--- config.mk ---
export PLATFORM = sky130hd
export DESIGN_NAME = uart_rx
export DESIGN_NICKNAME = d
export VERILOG_FILES = /design/src/rtl/uart_rx.sv
export SDC_FILE = /design/constraint.sdc
export NUM_CORES = 1
export LEC_CHECK = 0
export CAP_MARGIN = 20
export CORE_MARGIN = 8
export CORE_UTILIZATION = 55
export DETAILED_ROUTE_END_ITERATION = 8
export MAX_ROUTING_LAYER = met4
export PLACE_DENSITY_LB_ADDON = 0.05
export SYNTH_ARGS = -nofsm -noshare
export SYNTH_HDL_FRONTEND = slang
export SYNTH_SLANG_ARGS = --single-unit
--- constraint.sdc ---
create_clock -name clk -period 5 [get_ports clk]
set_input_delay 1 -clock clk [delete_from_list [all_inputs] [get_ports clk]]
set_output_delay 1 -clock clk [all_outputs]
set_load 0.01 [all_outputs]
--- src/rtl/uart_rx.sv ---
// UART receive engine: 2-flop synchronizer, start detect, mid-bit sampling.
// Ports: clk, reset (async low), rx, k, eight/pen/ohel in; rx_data, rdy, perr, ferr, ovf out.
module uart_rx #(
  parameter int K_W = 20
) (
  input  logic           clk,
  input  logic           reset,
  input  logic           rx,
  input  logic [K_W-1:0] k,
  input  logic           eight,
  input  logic           pen,
  input  logic           ohel,
  input  logic           clr_rdy,
  output logic [7:0]     rx_data,
  output logic           rdy,
  output logic           perr,
  output logic           ferr,
  output logic           ovf
);

  localparam logic [1:0] S_IDLE  = 2'd0;
  localparam logic [1:0] S_START = 2'd1;
  localparam logic [1:0] S_DATA  = 2'd2;

  localparam logic [K_W-1:0] ONE = K_W'(1);

  logic           r_sync1;
  logic           r_rx_s;
  logic           r_prev;
  logic [1:0]     r_state;
  logic [K_W-1:0] r_cnt;
  logic [3:0]     r_bit;
  logic [9:0]     r_shift;
  logic [K_W-1:0] r_k;
  logic           r_eight;
  logic           r_pen;
  logic           r_ohel;

  logic           w_fall;
  logic           w_tick;
  logic [3:0]     w_n;
  logic [3:0]     w_shamt;
  logic           w_last;
  logic [9:0]     w_frame;
  logic [8:0]     w_full;
  logic [7:0]     w_data;
  logic           w_par;
  logic           w_perr;
  logic [K_W-1:0] w_half;

  always_ff @(posedge clk or negedge reset) begin
    if (!reset) begin
      r_sync1 <= 1'b1;
      r_rx_s  <= 1'b1;
      r_prev  <= 1'b1;
    end else begin
      r_sync1 <= rx;
      r_rx_s  <= r_sync1;
      r_prev  <= r_rx_s;
    end
  end

  assign w_fall  = r_prev & ~r_rx_s;
  assign w_tick  = (r_cnt == '0);
  assign w_half  = (k >> 1) - ONE;
  assign w_n     = 4'd8 + {3'd0, r_eight}
                 + {3'd0, r_pen};
  assign w_last  = (r_state == S_DATA) & w_tick
                 & (r_bit == w_n - 4'd1);

  // Frame bits enter at the top and move down, so after n
  // samples bit j sits at 10-n+j; shift down to align at 0.
  assign w_frame = {r_rx_s, r_shift[9:1]};
  assign w_shamt = 4'd10 - w_n;
  assign w_full  = 9'(w_frame >> w_shamt);
  assign w_data  = r_eight ? w_full[7:0]
                           : {1'b0, w_full[6:0]};
  assign w_par   = r_eight ? w_full[8] : w_full[7];
  assign w_perr  = r_pen & (^w_data ^ w_par ^ r_ohel);

  always_ff @(posedge clk or negedge reset) begin
    if (!reset) begin
      r_state <= S_IDLE;
      r_cnt   <= '0;
      r_bit   <= '0;
      r_shift <= '0;
      r_k     <= '0;
      r_eight <= 1'b0;
      r_pen   <= 1'b0;
      r_ohel  <= 1'b0;
    end else begin
      unique case (1'b1)
        (r_state == S_IDLE): begin
          if (w_fall) begin
            r_state <= S_START;
            r_cnt   <= w_half;
            r_bit   <= '0;
            r_k     <= k;
            r_eight <= eight;
            r_pen   <= pen;
            r_ohel  <= ohel;
          end
        end
        (r_state == S_START): begin
          if (w_tick) begin
            r_cnt   <= r_k - ONE;
            r_state <= r_rx_s ? S_IDLE : S_DATA;
          end else begin
            r_cnt <= r_cnt - ONE;
          end
        end
        (r_state == S_DATA): begin
          if (w_tick) begin
            r_shift <= w_frame;
            r_bit   <= r_bit + 4'd1;
            r_cnt   <= r_k - ONE;
            if (w_last) r_state <= S_IDLE;
          end else begin
            r_cnt <= r_cnt - ONE;
          end
        end
        default: r_state <= S_IDLE;
      endcase
    end
  end

  // A load beats a same-cycle acknowledge.
  always_ff @(posedge clk or negedge reset) begin
    if (!reset) begin
      rx_data <= '0;
      rdy     <= 1'b0;
      perr    <= 1'b0;
      ferr    <= 1'b0;
      ovf     <= 1'b0;
    end else if (w_last) begin
      rx_data <= w_data;
      rdy     <= 1'b1;
      perr    <= w_perr;
      ferr    <= ~r_rx_s;
      ovf     <= rdy & ~clr_rdy;
    end else if (clr_rdy) begin
      rdy  <= 1'b0;
      perr <= 1'b0;
      ferr <= 1'b0;
      ovf  <= 1'b0;
    end
  end

endmodule

==> flow_summary.json, run 1 <==
{
  "rsz0062_at_grt": "false",
  "finalCriticalPeriod_ns": 3.32,
  "start_util_pct": 55.5,
  "postCtsSetupRepairBufs": 0,
  "drc": 0,
  "nets": 504,
  "power.total_mw": 2.79,
  "drt_iter0_drc": 166,
  "clockRootBuffer": "clkbuf_8",
  "grt_pass1_vias": 3359,
  "maxCapViolCount": 0,
  "fin_crit_sh_pct": 66.4,
  "tightest_slew_ns": 0.821,
  "status": "finished, final reports clean",
  "synth_top_family_by_area": "compound AO/OA/AOI/OAI gates",
  "synth_warnings": 0,
  "ant_nets": 0,
  "synth_mux_area_share_pct": 12.5,
  "crit_path_max_fanout": 20,
  "antenna_found_initial": 0,
  "syn_area_per_cell_um2": 9.64,
  "clock_path_buffers": 2,
  "cts_resized": 0,
  "routabilityCongestion": 0.932,
  "port_buffers": 38,
  "synth_compound_area_share_pct": 18.4,
  "min_path_type": "reg -> reg",
  "wl_per_cell_um": 16.8,
  "setup_violations": 0,
  "cts_tree": "done",
  "num_vias": 3321,
  "power_density_mw_per_mm2": 576,
  "worstSkewPairLatency_ns": 0.35,
  "die_area_mm2": 0.0107,
  "grt_max_degree": 38,
  "ys_seq_area_share_pct": 43.6,
  "worstSetupPathType": "reg -> reg",
  "cp.arrival_ns": 3.54,
  "syn_to_final_growth_pct": 15.2,
  "synthDistinctLibCells": 57,
  "yosysTopAreaCell": "dfrtp_1",
  "dpl.hpwl_um": 6960,
  "totalWireLength_um": 9660,
  "drive_gt1_share_pct": 15.2,
  "peakVddDrop_mv": 0.303,
  "n_fill_cell": 620,
  "worstPathRequired_ns": 5.22,
  "rows": 32,
  "core_area_mm2": 0.00757,
  "yosysTopAreaCellShare_pct": 41.7,
  "synthAdderAreaFrac_pct": 2.38,
  "ys_ff_latch": 73,
  "finalClockSkew_ns": 0.0101,
  "endpoint_kind": "register",
  "numCtsBuffers": 9,
  "clk_pin_slew_worst_paths_ns": 0.08,
  "critPathLaunchType": "register",
  "synthTopCellsByArea": "dfrtp_1, mux2_2, o21ai_0",
  "synthXorXnorAreaFrac_pct": 5.75,
  "synth_edf_count": 0,
  "leakagePower_nw": 1.97,
  "drv_slew": 0,
  "synthSimpleGateAreaFrac_pct": 14.0,
  "cts.htree.levels": 3,
  "postSynthCellCount": 436,
  "reg2reg_slack_ns": 1.68,
  "syn-num-nets": 471,
  "fmax_mhz": 301,
  "numClockSinks": 73,
  "antenna_cells": 0,
  "relSlewSlack_pct": 45.2,
  "setup_tns_ns": 0,
  "gr-total-overflow": 0,
  "die_w_um": 103,
  "io_pins": 39,
  "avgViaCountPerCell": 5.77,
  "dr.pass1.iters": 4,
  "grt_pass1_wl_um": 16300,
  "synthesis.area_mm2": 0.00420,
  "hold_violations": 0,
  "die_h_um": 103,
  "grt_use_total_pct": 20.2,
  "synthFlopType": "dfrtp_1",
  "cts_hold_buf": 0,
  "async_flop_share_pct": 100
}
[through the flow]
step / util [%] / std cells / setup WS [ns] / cell area [µm²] / hold WS [ns]
4_1_cts: 64.0 / 576 / 1.78 / 4840 / 0.363
2_1_floorplan: - / 436 / 1.91 / 4200 / 0.345
3_5_place_dp: 61.5 / 560 / 1.75 / 4650 / 0.352
6_report: 64.0 / 576 / 1.68 / 4840 / 0.361
5_1_grt: 64.0 / 576 / 1.44 / 4840 / 0.367
3_3_place_gp: 61.5 / 560 / 1.77 / 4650 / 0.347
[registers in the layout (all words and copies together), names as in the netlist, 2 cells and up]
signal	cells
r_cnt	20
r_k	20
r_shift	9
rx_data	8
r_bit	4
r_state	2
[cell usage after synthesis, types with 2 or more instances]
| library cell | count |
|---|---|
| a21oi_1 | 31 |
| buf_2 | 5 |
| and3_1 | 3 |
| nor4b_1 | 2 |
| a22oi_2 | 2 |
| o22a_1 | 2 |
| clkbuf_1 | 15 |
| nand2b_1 | 3 |
| nor3_1 | 12 |
| a31oi_1 | 3 |
| a21boi_0 | 3 |
| a22oi_1 | 6 |
| o21ai_0 | 43 |
| xnor2_1 | 9 |
| or3_1 | 4 |
| inv_1 | 12 |
| o21bai_1 | 2 |
| nor3b_1 | 2 |
| nand4_1 | 2 |
| o211ai_1 | 2 |
| nand3b_1 | 4 |
| nor2_1 | 34 |
| a311oi_1 | 6 |
| dfstp_2 | 3 |
| nand3_1 | 8 |
| o21a_1 | 3 |
| a211oi_1 | 5 |
| or2_2 | 2 |
| mux2_2 | 39 |
| nand2_1 | 42 |
| o21ai_1 | 2 |
| nor4_1 | 5 |
| ha_1 | 8 |
| dfrtp_1 | 70 |
| xor2_1 | 16 |
| mux2i_1 | 5 |
[critical path: stages, from the launching register on]
cell      delay (ns)
dfrtp_1         0.37
inv_1           0.07
ha_1            0.62
buf_4           0.32
nor4b_1         0.45
nor2_1          0.15
nor4_1          0.35
o211ai_1        0.20
or3_1           0.40
xnor2_1         0.16
o21ai_0         0.09
[power breakdown]
part           internal (mW)  total [mW]  switching, mW
registers              0.785       0.968          0.182
logic                  0.601        1.36          0.763
clock network          0.230       0.459          0.228
total                   1.62        2.79           1.17
[kinds of logic after synthesis]
logic type                 Yosys count
muxes                               46
adders and majority gates            8
and+or+nand+nor                    126
AOI/OAI and AO/OA                  123
xor gates and xnor gates            26
buffers and inverters               34
DFF                                 73
[cell usage in the layout (no fill, tap or decap), types with 8 or more instances in the layout]
cell type,netlist,final
xor2_1,16,16
o21ai_0,43,42
nand2_1,42,42
clkdlybuf4s50_1,0,37
nor2_1,34,34
inv_1,12,12
clkbuf_8,0,9
ha_1,8,8
xnor2_1,9,9
a21oi_1,31,31
nand3_1,8,8
dfrtp_1,70,70
mux2_2,39,39
nor3_1,12,12
[area by class of cell]
cell class	count	area, µm²	share of cell area, %
Clock buffer	11	131	2.71
Clock inverter	5	56.3	1.16
Inverter	12	45.0	0.930
Multi-Input combinational cell	329	2230	46.1
Sequential cell	73	1830	37.8
Tap cell	102	128	2.64
Timing Repair Buffer	44	420	8.68
[per-layer routing]
metal / vias to the layer above / track usage [%] / part of all wire [%] / wire, µm
met1: 1576 / 24.1 / 44 / 4270
met5: - / - / 0 / 0
met3: 17 / 3.01 / 4.7 / 455
met4: 0 / 8.45 / 1.9 / 186
li1: 1642 / - / - / -
met2: 86 / 33.6 / 49 / 4750
[path summary, 6_finish.rpt]
path                                             start                     end  depth (start not counted)
worst max-delay path            r_state[0]$_DFFE_PN0P_   r_cnt[17]$_DFFE_PN0P_                         10
worst min-delay path                 r_sync1$_DFF_PN1_        r_rx_s$_DFF_PN1_                          0
worst max register to register  r_state[0]$_DFFE_PN0P_   r_cnt[17]$_DFFE_PN0P_                         10
worst min register to register       r_sync1$_DFF_PN1_        r_rx_s$_DFF_PN1_                          0
max in group asynchronous                        reset        r_prev$_DFF_PN1_                          2
min in group asynchronous                        reset  r_shift[6]$_DFFE_PN0P_                          1
Note: power is estimated with default switching activity, not from simulation.
==> run 2, diff against run 1 <==
--- a/config.mk
+++ b/config.mk
@@ -7,7 +7,7 @@
 export LEC_CHECK = 0
 export CAP_MARGIN = 20
 export CORE_MARGIN = 8
-export CORE_UTILIZATION = 55
+export CORE_UTILIZATION = 52
 export DETAILED_ROUTE_END_ITERATION = 8
 export MAX_ROUTING_LAYER = met4
 export PLACE_DENSITY_LB_ADDON = 0.05
==> constraint.sdc (replaced) <==
create_clock -name clk -period 2.93 [get_ports clk]
set_input_delay 0.586 -clock clk [delete_from_list [all_inputs] [get_ports clk]]
set_output_delay 0.586 -clock clk [all_outputs]
set_load 0.01 [all_outputs]
==> run 2 against run 1 <==
Utilization increased by 1.1 points. Clock power increased by 82%. Flip-flop and latch count unchanged. Non-clock buffer count increased by 15. Die area increased by 4.9%. Clock skew increased by 0.0041 ns. Final area increased by 4.5%.
==> flow_summary.json, run 2 (same netlist as run 1, synthesis figures left out) <==
{
  "status": "finished, final reports clean",
  "crit_path_max_incr_delay_ns": 0.48,
  "endpoint_kind": "register",
  "cp.arrival_ns": 2.99,
  "ant_nets": 0,
  "rows": 32,
  "worstSkewPairLatency_ns": 0.35,
  "core_area_mm2": 0.00777,
  "netSwitchingFraction_pct": 41.3,
  "die_area_mm2": 0.0112,
  "routabilityCongestion": 1.01,
  "clk_pin_slew_worst_paths_ns": 0.08,
  "port_buffers": 38,
  "startpoint": "r_pen$_DFFE_PN0P_",
  "clockRootBuffer": "clkbuf_8",
  "worst_slack_ns": 0.225,
  "antenna_cells": 0,
  "worstPathRequired_ns": 3.21,
  "totalWireLength_um": 10200,
  "die_w_um": 106,
  "cp_cell_sequence": "inv_1, ha_2, mux2_2, a22oi_2, xor2_1, xnor2_1, xnor2_1, xnor3_1, o21ai_1",
  "peakVddDrop_mv": 0.455,
  "reg_top3": "r_cnt: 20 flops, r_k: 20 flops, r_shift: 9 flops",
  "r2r-end": "perr$_DFFE_PN0P_",
  "final_common_cell": "dfrtp_1",
  "cts.htree.levels": 3,
  "dpl.hpwl_um": 7350,
  "clockPowerShare_pct": 16.4,
  "numClockSinks": 73,
  "tightest_slew_ns": 0.937,
  "grt_max_degree": 74,
  "rsz0062_at_grt": "false",
  "power_density_mw_per_mm2": 1010,
  "dr.pass1.iters": 5,
  "syn_to_final_growth_pct": 20.4,
  "critPathLaunchType": "register",
  "finalClockSkew_ns": 0.0141,
  "drive_gt1_share_pct": 20.2,
  "setup.worst_path.end": "perr$_DFFE_PN0P_",
  "fin_util_pct": 65.1,
  "start_util_pct": 54.1,
  "numCtsBuffers": 9,
  "slowest_stage": "ha_2",
  "antenna_found_initial": 0,
  "cp_common_cell": "xnor2_1",
  "fin_crit_sh_pct": 92.3,
  "grt_use_total_pct": 19.6,
  "post-place-ws_ns": 0.132,
  "path_buf_inv": 1,
  "finalCriticalPeriod_ns": 2.71,
  "most-common-layout-cells": "dfrtp_1, nand2_1, o21ai_0, mux2_2, clkdlybuf4s50_1",
  "reg2reg_slack_ns": 0.22,
  "drc": 0,
  "p_switching_mw": 2.10,
  "setup_violations": 0,
  "grt_pass1_wl_um": 17500,
  "reg2reg_depth": 9,
  "worstSetupPathType": "reg -> reg",
  "drv_slew": 0,
  "hold_violations": 0,
  "p_int_mw": 2.99,
  "seq_power_share_pct": 32.4,
  "grt_pass1_vias": 3476,
  "wl_per_cell_um": 17.3,
  "num_vias": 3478,
  "n_fill_cell": 647,
  "io_pins": 39,
  "worstReg2RegStart": "r_pen$_DFFE_PN0P_",
  "drt_iter0_drc": 246,
  "pwr-share-comb_pct": 51.1,
  "worst-path-stages": 9,
  "setup_tns_ns": 0,
  "relSlewSlack_pct": 37.5,
  "die_h_um": 106,
  "clock_path_buffers": 2,
  "gr-total-overflow": 0,
  "fmax_mhz": 370,
  "min_path_type": "in -> async",
  "leakagePower_nw": 2.07,
  "avgViaCountPerCell": 5.88,
  "nets": 519,
  "crit_path_max_fanout": 11,
  "maxCapViolCount": 0,
  "cts_tree": "done",
  "cp_top_family": "XOR/XNOR gates"
}
[run 2: area by class of cell]
class | count | area, µm² | area share [%]
repair buffers | 59 | 564 | 11.2
inverters | 12 | 45.0 | 0.890
clock inverters | 4 | 51.3 | 1.01
multi-input cells | 329 | 2280 | 45.2
well taps | 102 | 128 | 2.52
clock buffers | 12 | 155 | 3.07
flip-flops and latches | 73 | 1830 | 36.2
[run 2: stage by stage]
stage | hold slack (ns) | cell area [µm²] | cells | power (mW)
after floorplan | 0.290 | 4210 | 436 | 3.47
after global placement | 0.346 | 4800 | 575 | 4.08
after detailed placement | 0.350 | 4800 | 575 | 4.14
after CTS | 0.361 | 5000 | 591 | 4.99
after global routing | 0.367 | 5060 | 591 | 5.49
final | 0.361 | 5060 | 591 | 5.09
[run 2: worst min-delay path by stage]
stage,startpoint,end,slack (ns),cells past startpoint
2_1_floorplan,reset,ferr$_DFFE_PN0P_,0.29,0
3_3_place_gp,r_sync1$_DFF_PN1_,r_rx_s$_DFF_PN1_,0.35,0
3_5_place_dp,r_sync1$_DFF_PN1_,r_rx_s$_DFF_PN1_,0.35,0
4_1_cts,r_sync1$_DFF_PN1_,r_rx_s$_DFF_PN1_,0.36,0
5_1_grt,r_sync1$_DFF_PN1_,r_rx_s$_DFF_PN1_,0.37,0
6_report,reset,ovf$_DFFE_PN0P_,0.36,1
[run 2: what timing repair did]
item	CTS	global route
buffers inserted	0	0
setup endpoints to repair	0	7
endpoints found under the hold margin	0	0
resized for setup	0	12
hold buffers	0	0
[run 2: metal layers]
| metal | vias to the layer above | track usage (%) | part of all wire, % |
|---|---|---|---|
| li1 | 1672 | - | - |
| met1 | 1703 | 27.9 | 51 |
| met2 | 90 | 27.4 | 44 |
| met3 | 13 | 3.08 | 4.2 |
| met4 | 0 | 7.34 | 1.3 |
| met5 | - | - | 0 |
[run 2: power by group through the flow]
stage                     combinational [mW]  clock [mW]  sequential (mW)
final                                   2.60       0.837             1.65
after global routing                    2.91       0.881             1.69
after CTS                               2.52       0.846             1.63
after detailed placement                2.50           0             1.65
after global placement                  2.44           0             1.64
after floorplan                         1.92           0             1.55
